`src/rtl/ddr_rd_arbiter_if.sv`:
```
// ddr_rd_arbiter_if: client-side and DDR-side buses of the DDR read arbiter.
// master = the arbiter; slave = its environment (clients plus DDR read master).
interface ddr_rd_arbiter_if;
   logic [3:0]   cl_req;
   logic [3:0]   cl_ack;
   logic [3:0]   cl_vout;
   logic [127:0] cl_dout;
   logic [3:0]   cl_vin;
   logic [31:0]  cl_din;
   logic         m_cmd_valid;
   logic         m_cmd_ready;
   logic [31:0]  m_cmd_addr;
   logic [8:0]   m_cmd_len;
   logic         m_rd_valid;
   logic [31:0]  m_rd_data;
   logic         m_rd_last;
   modport master (
      input  cl_req, cl_vout, cl_dout, m_cmd_ready, m_rd_valid, m_rd_data, m_rd_last,
      output cl_ack, cl_vin, cl_din, m_cmd_valid, m_cmd_addr, m_cmd_len
   );
   modport slave (
      output cl_req, cl_vout, cl_dout, m_cmd_ready, m_rd_valid, m_rd_data, m_rd_last,
      input  cl_ack, cl_vin, cl_din, m_cmd_valid, m_cmd_addr, m_cmd_len
   );
endinterface

```
`src/rtl/ddr_rd_arbiter.sv`:
```
// ddr_rd_arbiter: 4-client round-robin arbiter serialising read commands onto one DDR read master.
// Optional DDR_RD_ARB_TIMEOUT_EN: abandon a grant whose command words stall for 256 cycles.
module ddr_rd_arbiter (
   input  logic             clk,
   input  logic             rst,
   ddr_rd_arbiter_if.master bus,
   output logic [1:0]       err_flags
);
   typedef enum logic [2:0] {IDLE, ADDR, LEN, CMD, DATA, DONE} state_t;
   state_t      state, state_nx;
   logic [1:0]  g, rr_ptr, win;
   logic [8:0]  cnt;
   logic [31:0] word_g;
   logic        any_req, vout_g, wait_word, beat, tmo_hit;
   assign any_req   = |bus.cl_req;
   assign vout_g    = bus.cl_vout[g];
   assign word_g    = bus.cl_dout[{g, 5'd0} +: 32];
   assign wait_word = state == ADDR || state == LEN;
   assign beat      = state == DATA && bus.m_rd_valid;
`ifdef DDR_RD_ARB_TIMEOUT_EN
   logic [7:0] tmo;
   always_ff @(posedge clk or posedge rst)
      if (rst) tmo <= 8'd0;
      else     tmo <= (wait_word && !vout_g) ? tmo + 8'd1 : 8'd0;
   assign tmo_hit = tmo == 8'hff;
`else
   assign tmo_hit = 1'b0;
`endif
   // descending scan so the lowest offset from rr_ptr wins
   always_comb begin
      win = rr_ptr;
      for (int k = 3; k >= 0; k--)
         if (bus.cl_req[rr_ptr + 2'(k)]) win = rr_ptr + 2'(k);
   end
   always_ff @(posedge clk or posedge rst)
      if (rst) state <= IDLE;
      else     state <= state_nx;
   always_comb begin
      state_nx = state;
      case (state)
         IDLE:    state_nx = any_req ? ADDR : IDLE;
         ADDR:    state_nx = vout_g ? LEN : (tmo_hit ? DONE : ADDR);
         LEN:     state_nx = vout_g ? CMD : (tmo_hit ? DONE : LEN);
         CMD:     state_nx = bus.m_cmd_ready ? DATA : CMD;
         DATA:    state_nx = (bus.m_rd_valid && cnt == 9'd1) ? DONE : DATA;
         default: state_nx = IDLE;
      endcase
   end
   always_comb begin
      bus.cl_ack      = (state inside {ADDR, LEN, CMD, DATA}) ? 4'b1 << g : 4'b0;
      bus.m_cmd_valid = state == CMD;
   end
   always_ff @(posedge clk or posedge rst)
      if (rst) begin
         g              <= 2'd0;
         rr_ptr         <= 2'd0;
         cnt            <= 9'd0;
         bus.m_cmd_addr <= 32'd0;
         bus.m_cmd_len  <= 9'd0;
         bus.cl_vin     <= 4'b0;
         bus.cl_din     <= 32'd0;
         err_flags      <= 2'b0;
      end else begin
         bus.cl_vin <= beat ? 4'b1 << g : 4'b0;
         if (beat) bus.cl_din <= bus.m_rd_data;
         if (state == IDLE && any_req) begin
            g      <= win;
            rr_ptr <= win + 2'd1;
         end
         if (state == ADDR && vout_g) bus.m_cmd_addr <= {word_g[31:2], 2'b00};
         // a zero length field encodes the full 256-beat burst
         if (state == LEN && vout_g) bus.m_cmd_len <= {word_g[7:0] == 8'd0, word_g[7:0]};
         if (state == CMD && bus.m_cmd_ready) cnt <= bus.m_cmd_len;
         if (beat) cnt <= cnt - 9'd1;
         if (beat && (bus.m_rd_last != (cnt == 9'd1))) err_flags[0] <= 1'b1;
         if (wait_word && !vout_g && tmo_hit) err_flags[1] <= 1'b1;
      end
endmodule

```
`src/flat_wrapper.sv`:
```
// flat-port wrapper written by rule: the top's interface ports become plain ports
module ddr_rd_arbiter_flat 
  (clk, rst, err_flags, bus_cl_req, bus_cl_vout, bus_cl_dout, bus_m_cmd_ready, bus_m_rd_valid, bus_m_rd_data, bus_m_rd_last, bus_cl_ack, bus_cl_vin, bus_cl_din, bus_m_cmd_valid, bus_m_cmd_addr, bus_m_cmd_len);
  ddr_rd_arbiter_if bus_i ();
  input  logic clk;
  input  logic rst;
  output logic [1:0] err_flags;
  input wire logic [$bits(bus_i.cl_req)-1:0] bus_cl_req;
  input wire logic [$bits(bus_i.cl_vout)-1:0] bus_cl_vout;
  input wire logic [$bits(bus_i.cl_dout)-1:0] bus_cl_dout;
  input wire logic [$bits(bus_i.m_cmd_ready)-1:0] bus_m_cmd_ready;
  input wire logic [$bits(bus_i.m_rd_valid)-1:0] bus_m_rd_valid;
  input wire logic [$bits(bus_i.m_rd_data)-1:0] bus_m_rd_data;
  input wire logic [$bits(bus_i.m_rd_last)-1:0] bus_m_rd_last;
  output wire logic [$bits(bus_i.cl_ack)-1:0] bus_cl_ack;
  output wire logic [$bits(bus_i.cl_vin)-1:0] bus_cl_vin;
  output wire logic [$bits(bus_i.cl_din)-1:0] bus_cl_din;
  output wire logic [$bits(bus_i.m_cmd_valid)-1:0] bus_m_cmd_valid;
  output wire logic [$bits(bus_i.m_cmd_addr)-1:0] bus_m_cmd_addr;
  output wire logic [$bits(bus_i.m_cmd_len)-1:0] bus_m_cmd_len;
  assign bus_i.cl_req = bus_cl_req;
  assign bus_i.cl_vout = bus_cl_vout;
  assign bus_i.cl_dout = bus_cl_dout;
  assign bus_i.m_cmd_ready = bus_m_cmd_ready;
  assign bus_i.m_rd_valid = bus_m_rd_valid;
  assign bus_i.m_rd_data = bus_m_rd_data;
  assign bus_i.m_rd_last = bus_m_rd_last;
  assign bus_cl_ack = bus_i.cl_ack;
  assign bus_cl_vin = bus_i.cl_vin;
  assign bus_cl_din = bus_i.cl_din;
  assign bus_m_cmd_valid = bus_i.m_cmd_valid;
  assign bus_m_cmd_addr = bus_i.m_cmd_addr;
  assign bus_m_cmd_len = bus_i.m_cmd_len;
  ddr_rd_arbiter u_core (.clk(clk), .rst(rst), .bus(bus_i), .err_flags(err_flags));
endmodule
```
`config.mk`:
```
export PLATFORM = sky130hd
export DESIGN_NAME = ddr_rd_arbiter_flat
export DESIGN_NICKNAME = d
export VERILOG_FILES = /design/src/rtl/ddr_rd_arbiter_if.sv /design/src/rtl/ddr_rd_arbiter.sv /design/src/flat_wrapper.sv
export SDC_FILE = /design/constraint.sdc
export NUM_CORES = 1
export LEC_CHECK = 0
export CELL_PAD_IN_SITES_DETAIL_PLACEMENT = 1
export CELL_PAD_IN_SITES_GLOBAL_PLACEMENT = 2
export CORE_MARGIN = 8
export CORE_UTILIZATION = 25
export DETAILED_ROUTE_END_ITERATION = 7
export PLACE_DENSITY_LB_ADDON = 0.2
export SLEW_MARGIN = 5
export SYNTH_ARGS = -nofsm -noshare
export SYNTH_HDL_FRONTEND = slang
export SYNTH_SLANG_ARGS = --single-unit
```
`constraint.sdc`:
```
create_clock -name clk -period 7 [get_ports clk]
set_input_delay 2.1 -clock clk [delete_from_list [all_inputs] [get_ports clk]]
set_output_delay 2.1 -clock clk [all_outputs]
set_load 0.03 [all_outputs]
```
# Word-level counts from Yosys, hierarchy flattened

Index checks and enable logic that the tools add are counted.

Bits in registers: 92
Input port bits: 173
Output and inout port bits: 84
Logic and storage cells: 63

Add/subtract/negate cells: 5
Magnitude comparators: 5
Equal/unequal tests: 6
Shifts and indexed selects: 2
Muxes and demuxes: 24
Reduce and logical (&&, ||, !) cells: 12

Operators with widths:

| cell                                                       | count |
|---|---|
| indexed part select 128 x 8 -> 32 bit                      | 1 |
| two-way mux 9 bit                                          | 2 |
| less-than comparator 2 x 3 -> 1 bit, second input constant | 5 |
| case mux 3 bit (5 select lines)                            | 1 |
| binary-select mux 1 bit (select 2 bit)                     | 5 |
| two-way mux 2 bit                                          | 5 |
| == test 9 x 1 -> 1 bit, second input constant              | 1 |
| subtractor 9 x 1 -> 9 bit, second input constant           | 1 |
| logical NOT 8 bit                                          | 1 |
| two-way mux 1 bit                                          | 8 |
| two-way mux 4 bit                                          | 2 |
| logical AND 1 bit                                          | 7 |
| == test 3 x 2 -> 1 bit, second input constant              | 2 |
| adder 2 x 1 -> 2 bit, second input constant                | 2 |
| adder 2 bit, second input constant                         | 2 |
| nonzero test 4 bit                                         | 1 |
| OR reduction 4 bit                                         | 1 |
| << shifter 1 x 2 -> 4 bit, first input constant            | 1 |
| == test 3 x 1 -> 1 bit, second input constant              | 1 |
| == test 3 bit, second input constant                       | 1 |
| logical NOT 3 bit                                          | 1 |
| two-way mux 3 bit                                          | 1 |
| nonzero test 2 bit                                         | 1 |
| != test 1 bit                                              | 1 |

# Longest topological paths before layout

Depth after elaboration: 8
Gate-level depth with buffers: 7
Gate-level depth less buffers: 6

# Worst setup path before layout

Ideal clock, no wire load.

Path type: reg2out
Start point: register u_core.g[1]
End point: output bus_cl_ack[0]
Arrival time: 1.540 ns
Required time: 4.900 ns
Setup slack: 3.360 ns
Cell stages (with the launch flop): 4
Buffers on the path: 2
Cells stage by stage: dfrtp_1 buf_1 buf_1 nor3_1

Longest elaborated chain between the ends: 2

Ends and longest elaborated chain:

| element                   | RTL line             | RTL |
|---|---|---|
| from (decl)               | ddr_rd_arbiter.sv:11 | `logic [1:0] g, rr_ptr, win;` |
| from (signal assigned)    | ddr_rd_arbiter.sv:67 | `g <= win;` |
| << shifter 1 x 2 -> 4 bit | ddr_rd_arbiter.sv:50 | `bus.cl_ack = (state inside {ADDR, LEN, CMD, DATA}) ? 4'b1 << g : 4'b0;` |
| two-way mux 4 bit         | ddr_rd_arbiter.sv:50 |  |
| to (decl)                 | flat_wrapper.sv:15   | `output wire logic [$bits(bus_i.cl_ack)-1:0] bus_cl_ack;` |

No other way between the ends.

# Worst setup path in the final report

Start point: register u_core.g[0]
End point: output bus_cl_ack[1]

Same word-level chain as after synthesis.

==> reports/metrics.cfg <==
[power_and_ir_drop]
pwr-share-seq_pct=28.9
swShare_pct=40.7
intPower_mw=1.99
combPwrFrac_pct=56.9
p_leak_nw=3.34
p_per_area_nw_per_um2=432
clockPowerShare_pct=14.2
peakVddDrop_v=0.000173
switchingPower_mw=1.36

[min_path]
hold_path.startpoint=u_core.err_flags[0]$_DFFE_PP0P_
hold_class=register to register
holdPathEnd=u_core.err_flags[0]$_DFFE_PP0P_
hold_depth=1

[yosys]
yosys_warnings=0
async_flop_share_pct=100
synth_ff_type=dfrtp_1
syn_area_um2=4750
ys_ff_latch=92
syn_area_per_cell_um2=11.8
synth_cell_type_count=46
synth_edf_count=0
syn_inst=404
yosysSeqAreaShare_pct=48.5

[setup_path]
r2r-start=u_core.g[1]$_DFFE_PP0P_
cp-end-kind=primary output
cp.arrival_ns=2.31
start_kind=register
r2r_end=u_core.bus.m_cmd_addr[29]$_DFFE_PP0P_
ff2ff_path_depth=5
regToRegSetupSlack_ns=4.66
crit_type=register to primary output
required_ns=4.90
crit_fanout=33

[sta]
setup_violations=0
hold_viol_final=0
max_freq_ghz=0.227
maxSlewHeadroom_pct=43.5
layout_setup_ws_ns=2.59
tns_ns=0
skew_ns=0.00983
min_period_ns=4.41
maxSlewViolCount=0
rsz0062_at_grt=false
period_share_pct=63.0
worst_pin_slew_ns=0.848

[clock_tree]
clockBufferDepth=2
holdBufCountCts=0
cts_inserted_buffers=9
clk_latency_ns=0.34
cts_root_buffer=clkbuf_16
cts_htree_levels=3
cts_num_sinks=92
clk_pin_slew_ns=0.07
cts_tree=done
cts_resized=0
cts_setup_buffers=0

[routing]
ant_nets=0
wire_per_inst_um=20.0
wl_um=17700
drc=0
dr.pass1.iters=4
vias_per_cell=4.61
vias=4083
drt_iter0_markers=161

[placement]
hpwlAfterDp_um=14200
io_buffers=253
gp_congestion=0.736
dpl_cell_area_um2=7470
pre_cts_ws_ns=2.71

[floorplan]
dieArea_um2=23700
die_w_um=154
die_h_um=154
start_util_pct=25.4
ios=257
core-area_um2=18700
rows=50

[global_route]
gr-total-overflow=0
grt_pass1_vias=4851
antenna_found_initial=0
grt_pass1_wl_um=27600
track_usage_pct=15.0
grt_max_degree=66

[final_layout]
fin_nets=822
fin_area_um2=7760
n_antenna_cell=0
drive_above_1_share_pct=14.7
syn_to_final_growth_pct=63.3

[status]
status=finished, final reports clean

[job]
cap_violations=0

worst max-delay path by stage:
stage,start,end,depth (start not counted)
3_3_place_gp,bus_m_rd_valid,u_core.cnt[8]$_DFFE_PP0P_,6
5_1_grt,u_core.g[0]$_DFFE_PP0P_,bus_cl_ack[1],4
6_report,u_core.g[0]$_DFFE_PP0P_,bus_cl_ack[1],4
3_5_place_dp,bus_m_rd_valid,u_core.cnt[8]$_DFFE_PP0P_,6
2_1_floorplan,rst,u_core.bus.cl_din[0]$_DFFE_PP0P_,1
4_1_cts,u_core.g[0]$_DFFE_PP0P_,bus_cl_ack[1],4
cells in the mapped netlist (2+ instances only):
library cell    n  area, µm²
nor3_1          7       35.0
o211ai_1        3       22.5
clkbuf_1       10       37.5
buf_2           5       25.0
dfrtp_1        92       2300
mux2_2          9        101
inv_1           6       22.5
buf_4           3       22.5
buf_1           5       18.8
buf_6           3       33.8
nor2_1         19       71.3
a21o_1          2       15.0
o22ai_1         2       12.5
or4_1           2       15.0
a211oi_1        2       15.0
ha_1            2       25.0
nand2b_1        7       43.8
nand2_1       117        439
nor4_1          5       31.3
o21ai_0         3       15.0
mux4_2         33        743
nand3_1         6       30.0
a21oi_1         7       35.0
mux2_4         30        450
nand3b_1        2       15.0
or3_1           2       12.5
final cells by class:
cell class | count | area [µm²]
Fill cell | 2055 | 10900
Timing Repair Buffer | 257 | 2560
Sequential cell | 92 | 2300
Multi-Input combinational cell | 281 | 2290
Tap cell | 234 | 293
Clock buffer | 11 | 233
Clock inverter | 4 | 51.3
Inverter | 6 | 25.0
sequential cells by signal (all words and copies together) (netlist names), 2 cells and up:
name                   cells
u_core.state               3
u_core.bus.m_cmd_addr     30
u_core.bus.cl_din         32
u_core.bus.cl_vin          4
u_core.g                   2
u_core.cnt                 9
u_core.bus.m_cmd_len       9
u_core.rr_ptr              2
cells by family (layout without fill, tap and decap cells):
| kind of cell | after synthesis | in the layout | synth area share (%) |
|---|---|---|---|
| simple gates | 174 | 174 | 15.8 |
| flops | 92 | 92 | 48.5 |
| mux | 72 | 72 | 27.3 |
| buf+inv | 33 | 278 | 3.48 |
| compound gates | 28 | 28 | 4.03 |
| fa+ha+maj | 2 | 2 | 0.527 |
| xor+xnor | 2 | 2 | 0.369 |
| other cells | 1 | 3 | 0.0790 |
cells in the final DEF (no fill, tap or decap), types with 3 or more instances in the layout:
cell type,Yosys,routed
a21oi_1,7,7
nand2b_1,7,7
o211ai_1,3,3
dfrtp_1,92,91
clkdlybuf4s50_1,0,253
nor2_1,19,19
mux2_2,9,9
buf_4,3,4
nor3_1,7,7
nor4_1,5,5
nand2_1,117,117
conb_1,1,3
o21ai_0,3,3
clkbuf_16,0,9
mux2_4,30,30
mux4_2,33,33
nand3_1,6,6
inv_1,6,5
metal layers:
| metal | vias up | track usage [%] | part of all wire [%] |
|---|---|---|---|
| li1 | 1902 | - | - |
| met1 | 1996 | 15.9 | 39 |
| met2 | 173 | 26.1 | 49 |
| met3 | 12 | 7.03 | 10 |
| met4 | 0 | 4.62 | 1.1 |
| met5 | - | 0 | 0 |
power by group through the flow:
stage | logic, mW | clock network, mW | registers [mW]
6_report | 1.91 | 0.477 | 0.968
2_1_floorplan | 0.873 | 0 | 1.29
4_1_cts | 1.95 | 0.500 | 0.973
3_5_place_dp | 1.95 | 0 | 0.974
5_1_grt | 2.04 | 0.519 | 1.01
3_3_place_gp | 1.92 | 0 | 0.966
worst max-delay path: stages, from the launching register on:
cell	delay, ns
dfrtp_2	0.48
buf_4	0.52
nand2b_1	0.15
nor2_1	0.12
clkdlybuf4s50_1	0.68
stage by stage:
step	hold WS [ns]	utilization [%]	cells	total power, mW
3_3_place_gp	0.445	40.0	870	2.88
5_1_grt	0.500	41.5	885	3.57
4_1_cts	0.469	41.5	885	3.42
6_report	0.466	41.5	885	3.35
2_1_floorplan	0.449	-	406	2.16
3_5_place_dp	0.453	40.0	870	2.92
No activity file was read; power rests on OpenSTA's default activity.
==> RTL change: new RTL, same settings <==
Build with the macro `DDR_RD_ARB_TIMEOUT_EN` defined.
--- a/src/rtl/ddr_rd_arbiter.sv
+++ b/src/rtl/ddr_rd_arbiter.sv
@@ -2,2 +2,4 @@
 // Optional DDR_RD_ARB_TIMEOUT_EN: abandon a grant whose command words stall for 256 cycles.
+`define DDR_RD_ARB_TIMEOUT_EN
+
 module ddr_rd_arbiter (
Behaviour: no difference found for any inputs over 10 cycles, from zero or initial values and one cycle with rst high; that may be too few to reach the edited logic, so the function may still have changed.
==> RTL change against the original RTL <==
  * Setup slack got worse by 0.084 ns
  * Synthesized area grew 10%
  * Sequential cell count rose by 9
  * Non-clock buffer count is 3 higher
  * Total power rose by 4.3%
  * Clock power down 4%
  * Routed wire length is 12% higher
  * Synthesized cell count rose by 11%
  * Utilization fell by 1.5 points
  * Final area up 6.8%
  * Largest cell class unchanged
  * Highest routed layer is now met5
==> RTL change: results (changes against the original RTL) <==
{
  "yosys": {
    "post_synth_num_cell_types": {"value": 54, "change": "+17%"},
    "post_synth.cell_area_avg": {"value": 11.7, "unit": "um2", "change": "-0.82%"},
    "synth.top_cells.by_count": "113 x nand2_1, 101 x dfrtp_1, 31 x mux4_2"
  },
  "timing": {
    "tightest_slew": {"value": 0.738, "unit": "ns", "change": "-0.109 ns"},
    "final_min_period_over_clock_period": {"value": 64.2, "unit": "%", "change": "+1.2 points"},
    "worst_hold_slack": {"value": 0.458, "unit": "ns", "change": "-0.00759 ns"},
    "clock_skew": {"value": 0.0101, "unit": "ns", "change": "+0.000288 ns"}
  },
  "layout": {
    "finalNonFillerCells": {"value": 972, "change": "+9.8%"},
    "clkCellAreaFrac": {"value": 3.22, "unit": "%", "change": "-0.45 points"},
    "area_delta_synth_final_pct": 58.7,
    "layout.nonclk_buf_share": {"value": 31.2, "unit": "%", "change": "-1.8 points"},
    "inverters_excl_clock": {"value": 11, "change": "+5"},
    "multi_input_gates": {"value": 310, "change": "+10%"},
    "num-fill-cells": {"value": 2272, "change": "+11%"}
  },
  "clock_network": {
    "tritoncts_num_sinks": {"value": 101, "change": "+9.8%"}
  },
  "place": {
    "port-buffer-count": {"value": 254, "change": "+0.40%"},
    "placed_cells_incl_taps": {"value": 957, "change": "+10%"},
    "routabilityCongestion": {"value": 0.799, "change": "+8.6%"}
  },
  "route": {
    "initialDrtViolationCount": {"value": 158, "change": "-1.9%"}
  },
  "critical_path": {
    "regToRegEndpoint": "u_core.bus.m_cmd_addr[30]$_DFFE_PP0P_",
    "setup.worst_path.end": "bus_cl_ack[0]",
    "r2r-start": "u_core.g[0]$_DFFE_PP0P_",
    "r2r_setup_slack": {"value": 4.35, "unit": "ns", "change": "-0.31 ns"}
  },
  "outcome": {
    "outcome": "complete, no violations"
  },
  "grt": {
    "grt_pass1_vias": {"value": 5194, "change": "+7.1%"},
    "all_layer_global_routing_usage": {"value": 15.5, "unit": "%", "change": "+0.50 points"}
  },
  "power": {
    "total_leakage_power": {"value": 3.54, "unit": "nW", "change": "+5.9%"}
  }
}
## RTL change: cell count changes after synthesis, sizes merged, moves of 4 or more
cell / before / now
dfrtp: 92 / 101
inv: 6 / 11
nand3: 6 / 14
nor2: 19 / 23
o21ai: 4 / 10
## RTL change: cells by family after synthesis
group | Yosys count | share of synthesized area (%)
and+or+nand+nor | 181 | 15.3
buffers and inverters | 38 | 3.74
xor gates and xnor gates | 8 | 1.34
muxes | 74 | 25.3
AOI/OAI and AO/OA | 42 | 5.22
adders and majority gates | 3 | 0.719
other | 1 | 0.0718
DFF | 101 | 48.4
## RTL change: power breakdown
group	switching, mW	internal, mW
logic	0.995	0.946
clock network	0.222	0.238
registers	0.258	0.835
## RTL change: metal layers
| metal | vias to the layer above | global-route usage, % | routed length, um |
|---|---|---|---|
| met5 | - | 0 | 23 |
| met4 | 4 | 4.08 | 208 |
| met3 | 16 | 6.32 | 1740 |
| met2 | 175 | 26.5 | 9870 |
| met1 | 2198 | 17.6 | 7990 |
| li1 | 2066 | - | - |
